### config.mk
export PLATFORM = sky130hd
export DESIGN_NAME = sisc_ctrl_seq
export DESIGN_NICKNAME = d
export VERILOG_FILES = /design/src/rtl/sisc_ctrl_seq_pkg.sv /design/src/rtl/sisc_br_eval.sv /design/src/rtl/sisc_ctrl_seq.sv
export SDC_FILE = /design/constraint.sdc
export NUM_CORES = 1
export LEC_CHECK = 0
export CELL_PAD_IN_SITES_DETAIL_PLACEMENT = 0
export CELL_PAD_IN_SITES_GLOBAL_PLACEMENT = 1
export CORE_MARGIN = 3
export CORE_UTILIZATION = 24
export DETAILED_ROUTE_END_ITERATION = 7
export GPL_TIMING_DRIVEN = 0
export PLACE_DENSITY_LB_ADDON = 0.1
export SLEW_MARGIN = 20
export SYNTH_ARGS = -nofsm -noshare
export SYNTH_HDL_FRONTEND = slang
export SYNTH_SLANG_ARGS = --single-unit
### constraint.sdc
create_clock -name clk -period 1.5 [get_ports clk]
set_input_delay 0.15 -clock clk [delete_from_list [all_inputs] [get_ports clk]]
set_output_delay 0.15 -clock clk [all_outputs]
set_load 0.02 [all_outputs]
### src/rtl/sisc_ctrl_seq_pkg.sv
// Shared definitions for the SISC control sequencer: opcodes, state encoding,
// datapath select encodings and the default start-up delay.
package sisc_ctrl_seq_pkg;

  localparam logic [3:0] OP_NOP = 4'b0000;
  localparam logic [3:0] OP_ALU = 4'b0001;
  localparam logic [3:0] OP_BRA = 4'b0010;
  localparam logic [3:0] OP_BRR = 4'b0011;
  localparam logic [3:0] OP_BNE = 4'b0100;
  localparam logic [3:0] OP_BNR = 4'b0101;
  localparam logic [3:0] OP_LOD = 4'b1000;
  localparam logic [3:0] OP_STR = 4'b1001;
  localparam logic [3:0] OP_HLT = 4'b1111;

  typedef enum logic [2:0] {
    S_START,
    S_FETCH,
    S_DECODE,
    S_EXECUTE,
    S_MEM,
    S_WRITEBACK,
    S_HALT
  } state_t;

  localparam logic [1:0] RD_RD = 2'd0;
  localparam logic [1:0] RD_RT = 2'd1;
  localparam logic [1:0] RD_RS = 2'd2;

  localparam logic [1:0] ALU_FN   = 2'b00;
  localparam logic [1:0] ALU_ADDR = 2'b01;
  localparam logic [1:0] ALU_PASS = 2'b10;

  localparam int START_CYC_DEF = 2;

  // Port-B read address select used while an instruction's operands are live.
  function automatic logic [1:0] rd_sel_for(input logic [3:0] op);
    case (op)
      OP_ALU:  return RD_RT;
      OP_LOD:  return RD_RS;
      default: return RD_RD;
    endcase
  endfunction

endpackage

### src/rtl/sisc_br_eval.sv
// Combinational branch-taken evaluation from opcode, condition mask and status.
module sisc_br_eval
  import sisc_ctrl_seq_pkg::*;
#(
  parameter int OPW = 4,
  parameter int STW = 4
) (
  input  logic [OPW-1:0] i_opcode,
  input  logic [OPW-1:0] i_mm,
  input  logic [STW-1:0] i_stat,
  output logic           o_taken
);

  logic w_hit;

  // An all-zero mask never hits, so BRA/BRR never take and BNE/BNR always take.
  always_comb begin
    w_hit   = |(i_stat & i_mm);
    o_taken = 1'b0;
    case (i_opcode)
      OP_BRA, OP_BRR: o_taken = w_hit;
      OP_BNE, OP_BNR: o_taken = ~w_hit;
      default:        o_taken = 1'b0;
    endcase
  end

endmodule

### src/rtl/sisc_ctrl_seq.sv
// Multi-cycle SISC control sequencer (START/FETCH/DECODE/EXECUTE/MEM/WRITEBACK/HALT).
// Optional SISC_CTRL_RETIRE_CNT_EN adds a 16-bit retired-instruction counter.
module sisc_ctrl_seq
  import sisc_ctrl_seq_pkg::*;
#(
  parameter int OPW       = 4,
  parameter int STW       = 4,
  parameter int START_CYC = START_CYC_DEF
) (
  input  logic           clk,
  input  logic           rst_f,
  input  logic [OPW-1:0] opcode,
  input  logic [OPW-1:0] mm,
  input  logic [STW-1:0] stat,
  output logic           ir_load,
  output logic           pc_write,
  output logic           pc_sel,
  output logic           br_sel,
  output logic [1:0]     rd_sel,
  output logic [1:0]     alu_op,
  output logic           stat_en,
  output logic           rf_we,
  output logic           wb_sel,
  output logic           dm_we,
  output logic           halted
`ifdef SISC_CTRL_RETIRE_CNT_EN
  ,
  output logic [15:0]    retire_cnt
`endif
);

  state_t     r_state;
  state_t     w_next;
  logic [1:0] r_cnt;
  logic       w_taken;

  sisc_br_eval #(
    .OPW (OPW),
    .STW (STW)
  ) u_br_eval (
    .i_opcode (opcode),
    .i_mm     (mm),
    .i_stat   (stat),
    .o_taken  (w_taken)
  );

  always_ff @(posedge clk) begin
    if (!rst_f) begin
      r_state <= S_START;
      r_cnt   <= 2'd0;
    end else begin
      r_state <= w_next;
      if (r_state == S_START) r_cnt <= r_cnt + 2'd1;
    end
  end

  // Everything is gated by rst_f so a reset landing mid-instruction cannot write.
  always_comb begin
    w_next   = r_state;
    ir_load  = 1'b0;
    pc_write = 1'b0;
    pc_sel   = 1'b0;
    br_sel   = 1'b0;
    rd_sel   = RD_RD;
    alu_op   = ALU_FN;
    stat_en  = 1'b0;
    rf_we    = 1'b0;
    wb_sel   = 1'b0;
    dm_we    = 1'b0;
    halted   = 1'b0;
    if (rst_f) begin
      case (r_state)
        S_START: begin
          if (r_cnt == 2'(START_CYC - 1)) w_next = S_FETCH;
        end
        S_FETCH: begin
          ir_load  = 1'b1;
          pc_write = 1'b1;
          pc_sel   = 1'b0;
          w_next   = S_DECODE;
        end
        S_DECODE: begin
          rd_sel = rd_sel_for(opcode);
          case (opcode)
            OP_HLT:                         w_next = S_HALT;
            OP_ALU, OP_LOD, OP_STR,
            OP_BRA, OP_BRR, OP_BNE, OP_BNR: w_next = S_EXECUTE;
            default:                        w_next = S_FETCH;
          endcase
        end
        S_EXECUTE: begin
          w_next = S_FETCH;
          case (opcode)
            OP_ALU: begin
              alu_op  = ALU_FN;
              rd_sel  = RD_RT;
              stat_en = 1'b1;
              w_next  = S_WRITEBACK;
            end
            OP_LOD, OP_STR: begin
              alu_op = ALU_ADDR;
              rd_sel = rd_sel_for(opcode);
              w_next = S_MEM;
            end
            OP_BRA, OP_BNE, OP_BRR, OP_BNR: begin
              br_sel   = (opcode == OP_BRR) || (opcode == OP_BNR);
              pc_write = w_taken;
              pc_sel   = w_taken;
            end
            default: w_next = S_FETCH;
          endcase
        end
        S_MEM: begin
          if (opcode == OP_STR) begin
            dm_we  = 1'b1;
            rd_sel = RD_RD;
            w_next = S_FETCH;
          end else begin
            w_next = S_WRITEBACK;
          end
        end
        S_WRITEBACK: begin
          rf_we  = 1'b1;
          wb_sel = (opcode == OP_LOD);
          w_next = S_FETCH;
        end
        S_HALT: begin
          halted = 1'b1;
        end
        default: w_next = S_START;
      endcase
    end
  end

`ifdef SISC_CTRL_RETIRE_CNT_EN
  logic [15:0] r_retire_cnt;
  logic        w_retire;

  // Only completions count; the START->FETCH entry after reset does not.
  assign w_retire = rst_f && (w_next == S_FETCH) &&
                    ((r_state == S_DECODE) || (r_state == S_EXECUTE) ||
                     (r_state == S_MEM)    || (r_state == S_WRITEBACK));

  always_ff @(posedge clk) begin
    if (!rst_f)        r_retire_cnt <= 16'd0;
    else if (w_retire) r_retire_cnt <= r_retire_cnt + 16'd1;
  end

  assign retire_cnt = r_retire_cnt;
`endif

endmodule
Yosys cells after proc, flatten, opt, wreduce, memory -nomap -nowiden
Memories as Yosys holds them, arrays and structs flattened.
Index checks and enable logic that the tools add are counted.
Widths: inputs -> output; s select.
{"block": "word_totals", "reg_bits": 5, "romBits": 48, "input_bits": 14, "out_inout_bits": 13, "mem_count": 1}
{"block": "op_classes", "addsub": 1, "n_eq_ne": 15, "muxes": 35, "bitwise": 3, "reduce_logical": 8}
{"memory": "(name not given)", "words": 16, "width": 3, "read_ports": 1, "rd_ports_with_merged_regs": 0, "write_ports": 0, "line_no": "sisc_ctrl_seq.sv:84", "source": "case (opcode)"}
{"operator": "$mux 1", "count": 24}
{"operator": "$pmux 3 s7", "count": 1}
{"operator": "$pmux 2 s2", "count": 3}
{"operator": "$eq 3x3->1 const B", "count": 3}
{"operator": "$eq 4x2->1 const B", "count": 2}
{"operator": "$eq 4x3->1 const B", "count": 2}
{"operator": "$eq 4x4->1 const B", "count": 2}
{"operator": "$reduce_or 4->1", "count": 2}
{"operator": "$eq 3x2->1 const B", "count": 2}
{"operator": "$mux 3", "count": 2}
{"operator": "$pmux 3 s2", "count": 1}
{"operator": "$reduce_or 2->1", "count": 3}
{"operator": "$and 4x4->4", "count": 1}
{"operator": "$eq 4x1->1 const B", "count": 1}
{"operator": "$mux 2", "count": 2}
{"operator": "$pmux 1 s2", "count": 2}
{"operator": "$eq 3x1->1 const B", "count": 1}
{"operator": "$logic_not 3->1", "count": 1}
{"operator": "$add 2x1->2 const B", "count": 1}
{"operator": "$eq 2x1->1 const B", "count": 1}
{"operator": "$ne 2x1->1 const B", "count": 1}
{"operator": "$not 1->1", "count": 2}
{"operator": "$reduce_and 2->1", "count": 1}
{"operator": "$logic_or 1x1->1", "count": 1}

Logic depth before layout (Yosys ltp)
Gate-level depths: netlist of the first run.
{"block": "depth", "word_depth": 7, "ltp_mapped": 5, "depth_no_buf": 4}

Cells and area by module
A second synthesis of the first run with hierarchy kept.
{"block": "hier_totals", "hier_cells": 72, "hier_area_um2": 501.7}
{"mod": "sisc_ctrl_seq", "instances": 1, "cells_each": 66, "area_per_inst_um2": 459.2, "seq_area_each_um2": 100.1}
{"mod": "sisc_br_eval", "instances": 1, "cells_each": 6, "area_per_inst_um2": 42.5, "seq_area_each_um2": 0.0}

Least setup slack after synthesis of the first run
OpenSTA, ideal clock, no wires.
{"block": "synth_timing", "kind": "flip-flop to output port", "startpoint": "register r_state[1]", "endpoint": "output port pc_write", "arrival_ns": 1.352, "t_required_ns": 1.350, "path_slack_ns": -0.002, "stages_incl_launch_ff": 5, "path_cell_list": "dfxtp_1 > buf_6 > inv_4 > or4_4 > o21bai_1"}
{"block": "synth_via", "elab_chain_cells": 3, "elab_cells_between_ends": 4}
{"item": "from (decl)", "line_no": "sisc_ctrl_seq.sv:32", "source": "state_t r_state;"}
{"item": "from (signal assigned)", "line_no": "sisc_ctrl_seq.sv:52", "source": "r_state <= w_next;"}
{"item": "$eq 3x2->1 or $eq 3x1->1 (tied branches)", "line_no": "sisc_ctrl_seq.sv:72", "source": "case (r_state)"}
{"item": "$pmux 1 s2 *", "line_no": "sisc_ctrl_seq.sv:72"}
{"item": "$mux 1 *", "line_no": "sisc_ctrl_seq.sv:71", "source": "if (rst_f) begin"}
{"item": "to (decl)", "line_no": "sisc_ctrl_seq.sv:16", "source": "output logic pc_write,"}
Every way passes the cells marked *; elsewhere a longest branch is shown, timed or not.

Final worst setup path of the first run
{"block": "layout_timing", "startpoint": "register r_state[2]", "endpoint": "output port pc_write"}
Same word-level chain as after synthesis.

==> run summary, run 1 <==
RD Place Congestion: 0.728
Min Tclk post-route: 1640 ps
Fmax: 610 MHz
Area post-placement: 737 µm²
I/O pin cnt: 27
Setup violators final: 5
Routed WL per cell: 11.7 µm
Share of layout cells above drive strength 1: 47.1%
Seq/Total Area, Yosys: 21.7%
Worst Clk Skew: 2.83 ps
Post-route antenna net violation count: 0
RR Startpoint: r_state[0]
Gr usage total: 12.7%
Dpl hpwl: 999 µm
R2R setup slack: 240 ps
Crit path max fanout: 8
Final nets: 118
Post-DR vias/cell: 4.51
Grt ovf: 0
Detailed-router iteration count before antenna repair: 2
Starting Density: 26.2%
Synthesized Nets: 80
Fin util: 50.6%
Critical Path Sink: pc_write
First-pass GRT wire length: 2420 µm
TritonCTS clock tree: done
Hold Vio Cnt, Final: 0
Largest net degree at the start of global routing: 10
Max cap viols: 0
Worst min-delay path category: in -> reg
Crit path from: r_state[2]
Violated checks: negative setup slack
Iteration-0 DRC Markers: 18
Crit Path Category: reg -> out
Die span in x: 49.9 µm
Clk_lat worst skew: 240 ps
FP Rows: 15
Fin area: 892 µm²
Most used routing layer: met2
Worst Setup Start Kind: flip-flop
Die height: 49.9 µm
CTS sink count: 5
Crit path cell chain: buf_6, or4_4, o21bai_4, buf_6
Via count: 573
GR Util met2: 19.2%
Crit path largest cell delay: 570 ps
Max H-tree Level: 1
Clock transition at the registers of the reported paths: 40 ps
End of the worst register-to-register path: r_cnt[0]
Maximum clock path buffer count: 2
Final std cells w/o fill: 127
Max-slew violations: 0
Post-Synthesis Cells: 65
Worst setup EP type: primary output
Lkg Pwr: 0.382 nW
Grt met3 use: 3.32%
Area grow syn2layout: 93.2%
Synth Register Bits: 5
Placed Cells: 114
Synth Area per Inst: 7.10 µm²
Detailed Route WL: 1490 µm
CORE AREA: 0.00176 mm²
Syn Std Cell Area: 462 µm²
Ys flop type: dfxtp_1
Critical Path RT: 1350 ps
Crit path max-delay cell type: or4_4
Critical path arrival: 1490 ps
Reg2Reg Depth: 6
Status: finished, violations left
Pwr dens: 865 mW/mm²
Final worst-path cycle share: 109%
Number of distinct library cells after synthesis: 33
Die area: 0.00249 mm²
Most Frequent Cell on Critical Path: buf_6
Post-synth EDFFs: 0
CTS root buf: clkbuf_4
Vias in the first global route: 548
Synth warn: 0
RSZ-0062 raised after global routing: true
Remaining DRCs: 0
CTS Buf Count: 3
Ant diodes: 0
Asr flop ratio synth: 0%
Setup ws final: -140 ps
Initial antenna violation count: 0
Peak supply drop: 0.576 mV
Total power: 772 µW
Grt met1 use: 15.8%
Number of I/O port buffers: 24
-- worst max-delay path, delay by kind of cell (launching register included) --
family | cells | cell delay [ps]
DFF | 1 | 300
AOI/OAI and AO/OA | 1 | 130
and+or+nand+nor | 1 | 570
buffers and inverters | 2 | 260
-- what timing repair did --
| action | in CTS | in global routing |
|---|---|---|
| pin swaps | 6 | 2 |
| cloned | 0 | 0 |
| hold buffers | 0 | 0 |
| setup endpoints to repair | 12 | 11 |
| setup buffers | 5 | 5 |
| gates resized for setup | 84 | 9 |
-- synth_stat cells, types with 2 or more instances --
cell type / n / area (µm²)
buf_2: 3 / 15.0
nor2_1: 9 / 33.8
nor2b_1: 2 / 12.5
nor3_1: 4 / 20.0
inv_1: 3 / 11.3
o21ai_0: 3 / 15.0
xor2_1: 2 / 17.5
a21oi_1: 3 / 15.0
nand2_1: 7 / 26.3
nor4_1: 2 / 12.5
dfxtp_1: 5 / 100
-- cells by family (layout without fill, tap and decap cells) --
kind of cell | count (synthesis) | count (layout) | synth area share (%)
compound gates | 14 | 14 | 20.9
xor+xnor | 2 | 2 | 3.79
fa+ha+maj | 1 | 1 | 2.71
buf+inv | 9 | 46 | 11.1
flops | 5 | 5 | 21.7
mux | 2 | 2 | 4.61
other cells | 1 | 1 | 0.812
simple gates | 31 | 31 | 34.4
-- flip-flops by register name, summed over array words and instances, names as in the netlist --
signal   cells
r_state      3
r_cnt        2
-- how the worst min path moves through the flow --
stage / cells past startpoint / start / slack, ps / end
after floorplan: 2 / rst_f / 270 / r_state[1]
after detailed placement: 1 / r_cnt[1] / 490 / r_cnt[1]
after global routing: 3 / opcode[3] / 410 / r_state[1]
final: 3 / opcode[3] / 380 / r_state[1]
after global placement: 1 / r_cnt[1] / 490 / r_cnt[1]
after CTS: 3 / opcode[3] / 370 / r_state[1]
-- routing by layer --
metal	vias to the layer above	routed length, µm
met5	-	0
met4	0	0
li1	302	-
met1	260	650
met2	11	771
met3	0	70
-- layout by cell type (no fill, tap or decap), drive strengths merged, types with 2 or more instances in the layout --
cell type / Yosys / final
a21oi: 3 / 3
xor2: 2 / 2
nor3: 5 / 5
inv: 4 / 4
clkdlybuf4s50: 0 / 5
clkbuf: 0 / 4
nor4: 2 / 2
buf: 5 / 25
dfxtp: 5 / 5
nor2b: 2 / 2
nand2: 7 / 7
dlygate4sd2: 0 / 8
o21ai: 3 / 3
nor2: 9 / 9
-- per-stage QoR --
step	TNS [ps]	setup slack, ps	hold WS [ps]
after global placement	-6030	-703	486
after CTS	-728	-192	371
final	-571	-140	377
after detailed placement	-6110	-695	486
after floorplan	0	46.3	269
after global routing	-1040	-187	415
-- area by class of cell --
cell class	instances	area (µm²)
Multi-Input combinational cell	51	394
Fill cell	189	872
Inverter	4	17.5
Clock buffer	4	26.3
Timing Repair Buffer	34	284
Buffer	4	35.0
Tap cell	25	31.3
Sequential cell	5	104
-- report_power, final --
part	total [mW]	switching [mW]	internal [mW]
Combinational	0.422	0.199	0.222
Sequential	0.201	0.0248	0.176
Clock	0.149	0.0491	0.100
Total	0.772	0.273	0.499
Note: power is estimated with default switching activity, not from simulation.
==> run 2, diff against run 1 <==
CAP_MARGIN = 20   (was default)
CORE_AREA = 3 3 40 42   (was default)
CORE_MARGIN = default   (was 3)
CORE_UTILIZATION = default   (was 24)
DIE_AREA = 0 0 43 45   (was default)
DONT_BUFFER_PORTS = 1   (was default)
==> run 2 against run 1 <==
The flow still finishes with violations (negative setup slack). Critical path type unchanged. Global-route usage increased by 1.0 points. Largest cell class unchanged. First-iteration DRC count fell by 56%. Clock power is 7% higher. Largest power group unchanged.
==> run summary, run 2 (synthesis gave the netlist of run 1 again) <==
Post-route antenna net violation count: 0 (unchanged)
Pwr dens: 1070 mW/mm² (+24%)
Final nets: 94 (-20%)
Violated checks: negative setup slack
Post-CTS Hold Buffers: 0 (unchanged)
Max cap viols: 0 (unchanged)
Worst Setup Start Kind: flip-flop
Critical path arrival: 1440 ps (-50 ps)
Critical Path RT: 1350 ps (about the same)
Max-slew violations: 0 (unchanged)
Clk_lat worst skew: 250 ps (about the same)
Routed WL per cell: 14.2 µm (+21%)
Starting Density: 35.9% (+9.8 points)
Hold Vio Cnt, Final: 0 (unchanged)
Share of layout cells above drive strength 1: 50.0% (+2.9 points)
Grt ovf: 0 (unchanged)
Worst setup EP type: primary output
CTS Buf Count: 3 (unchanged)
Ant diodes: 0 (unchanged)
Remaining DRCs: 0 (unchanged)
Area grow syn2layout: 56.6%
First-pass GRT wire length: 1980 µm (-18%)
# fillers: 124 (-34%)
Min Tclk post-route: 1590 ps (-48.6 ps)
CORE AREA: 0.00128 mm² (-27%)
Slew margin rel.: 67.9%
Die height: 45 µm (-9.7%)
Number of I/O port buffers: 0 (-100%)
Largest net degree at the start of global routing: 10 (unchanged)
Fmax: 628 MHz (+3.1%)
Worst min-delay path category: in -> reg
Initial antenna violation count: 0 (unchanged)
Worst Clk Skew: 5.31 ps (+2.47 ps)
Most frequent cells in the layout: buf_4 (12), nor2_1 (5), nand2_1 (5)
Status: finished, violations left
Vias in the first global route: 442 (-19%)
Max FFs per register: 3 (unchanged)
Worst slew pin tran: 468 ps
Lkg Pwr: 0.281 nW (-26%)
Via count: 514 (-10%)
Iteration-0 DRC Markers: 8 (-10)
I/O pin cnt: 27 (unchanged)
Crit Path Category: reg -> out
RD Place Congestion: 0.695 (-4.5%)
Die area: 0.00194 mm² (-22%)
Biggest register: r_state
FP Rows: 13 (-2)
Max H-tree Level: 1 (unchanged)
Area post-placement: 484 µm² (-34%)
CTS root buf: clkbuf_4
Final std cells w/o fill: 93 (-27%)
Placed Cells: 80 (-30%)
Biggest regs: r_state (3), r_cnt (2)
RSZ-0062 raised after global routing: true
Setup violators final: 4 (-1)
Setup ws final: -91.4 ps (+48.6 ps)
Post-DR vias/cell: 5.53 (+22%)
Detailed-router iteration count before antenna repair: 3 (+1)
Total power: 776 µW (+0.50%)
Peak supply drop: 0.741 mV (+29%)
TritonCTS clock tree: done
Maximum clock path buffer count: 2 (unchanged)
Gr usage total: 13.7% (+1.0 points)
Die span in x: 43 µm (-14%)
Commonest non-fill, non-tap cell in the layout: buf_4
Final worst-path cycle share: 106% (-3.2 points)
Crit path max fanout: 4 (-4)
Dpl hpwl: 904 µm (-9.5%)
Clock transition at the registers of the reported paths: 50 ps (about the same)
Fin area: 723 µm² (-19%)
CTS sink count: 5 (unchanged)
Detailed Route WL: 1320 µm (-11%)
==> run 2: changes by cell type in the layout (fill, tap and decap cells not counted), sizes merged <==
cell | before | now
clkdlybuf4s50 | 5 | 0
dlygate4sd2 | 8 | 0
buf | 25 | 14
==> run 2: power breakdown <==
group / leakage [nW] / internal [mW] / switching (mW)
logic: 0.224 / 0.199 / 0.212
clock network: 0.0150 / 0.101 / 0.0586
registers: 0.0427 / 0.176 / 0.0297
==> run 2: path summary, 6_finish.rpt <==
path	from	endpoint	slack [ps]	cells past startpoint
worst max-delay path	r_state[0]	pc_write	-90	3
worst min-delay path	rst_f	r_state[1]	30	2
worst max register to register	r_state[1]	r_cnt[0]	250	6
worst min register to register	r_cnt[1]	r_cnt[1]	500	1
==> run 2: through the flow <==
| stage | setup WS [ps] | TNS (ps) | hold slack [ps] | util, % |
|---|---|---|---|---|
| after floorplan | 46.3 | 0 | 269 | - |
| after global placement | -70.9 | -129 | 273 | 37.7 |
| after detailed placement | -76.5 | -149 | 284 | 37.7 |
| after CTS | -141 | -670 | 24.2 | 49.3 |
| after global routing | -142 | -496 | 23.0 | 56.3 |
| final | -91.4 | -280 | 28.4 | 56.3 |
==> run 2: repair_timing <==
| action | 4_1_cts | 5_1_grt |
|---|---|---|
| pin swaps | 3 | 7 |
| endpoints found under the setup margin | 10 | 10 |
| buffers inserted | 3 | 8 |
| resized for setup | 23 | 11 |
==> run 2: critical path: stages, from the launching register on <==
cell and delay (ps):
dfxtp_2 350, nand2_4 50, or4_4 580, o21bai_4 210
==> run 2: layout make-up <==
type	count	area, µm²	share of cell area, %
well taps	15	18.8	2.60
flip-flops and latches	5	106	14.7
clock buffers	4	26.3	3.63
plain buffers	3	23.8	3.29
multi-input cells	51	443	61.2
repair buffers	11	82.6	11.4
inverters	4	22.5	3.11
==> run 2: layer usage <==
layer	vias to the layer above	track usage (%)	share of wire (%)
li1	256	-	-
met1	237	16.9	42
met2	21	21.6	49
met3	0	6.77	8.5
met4	0	3.61	0
met5	-	0	0
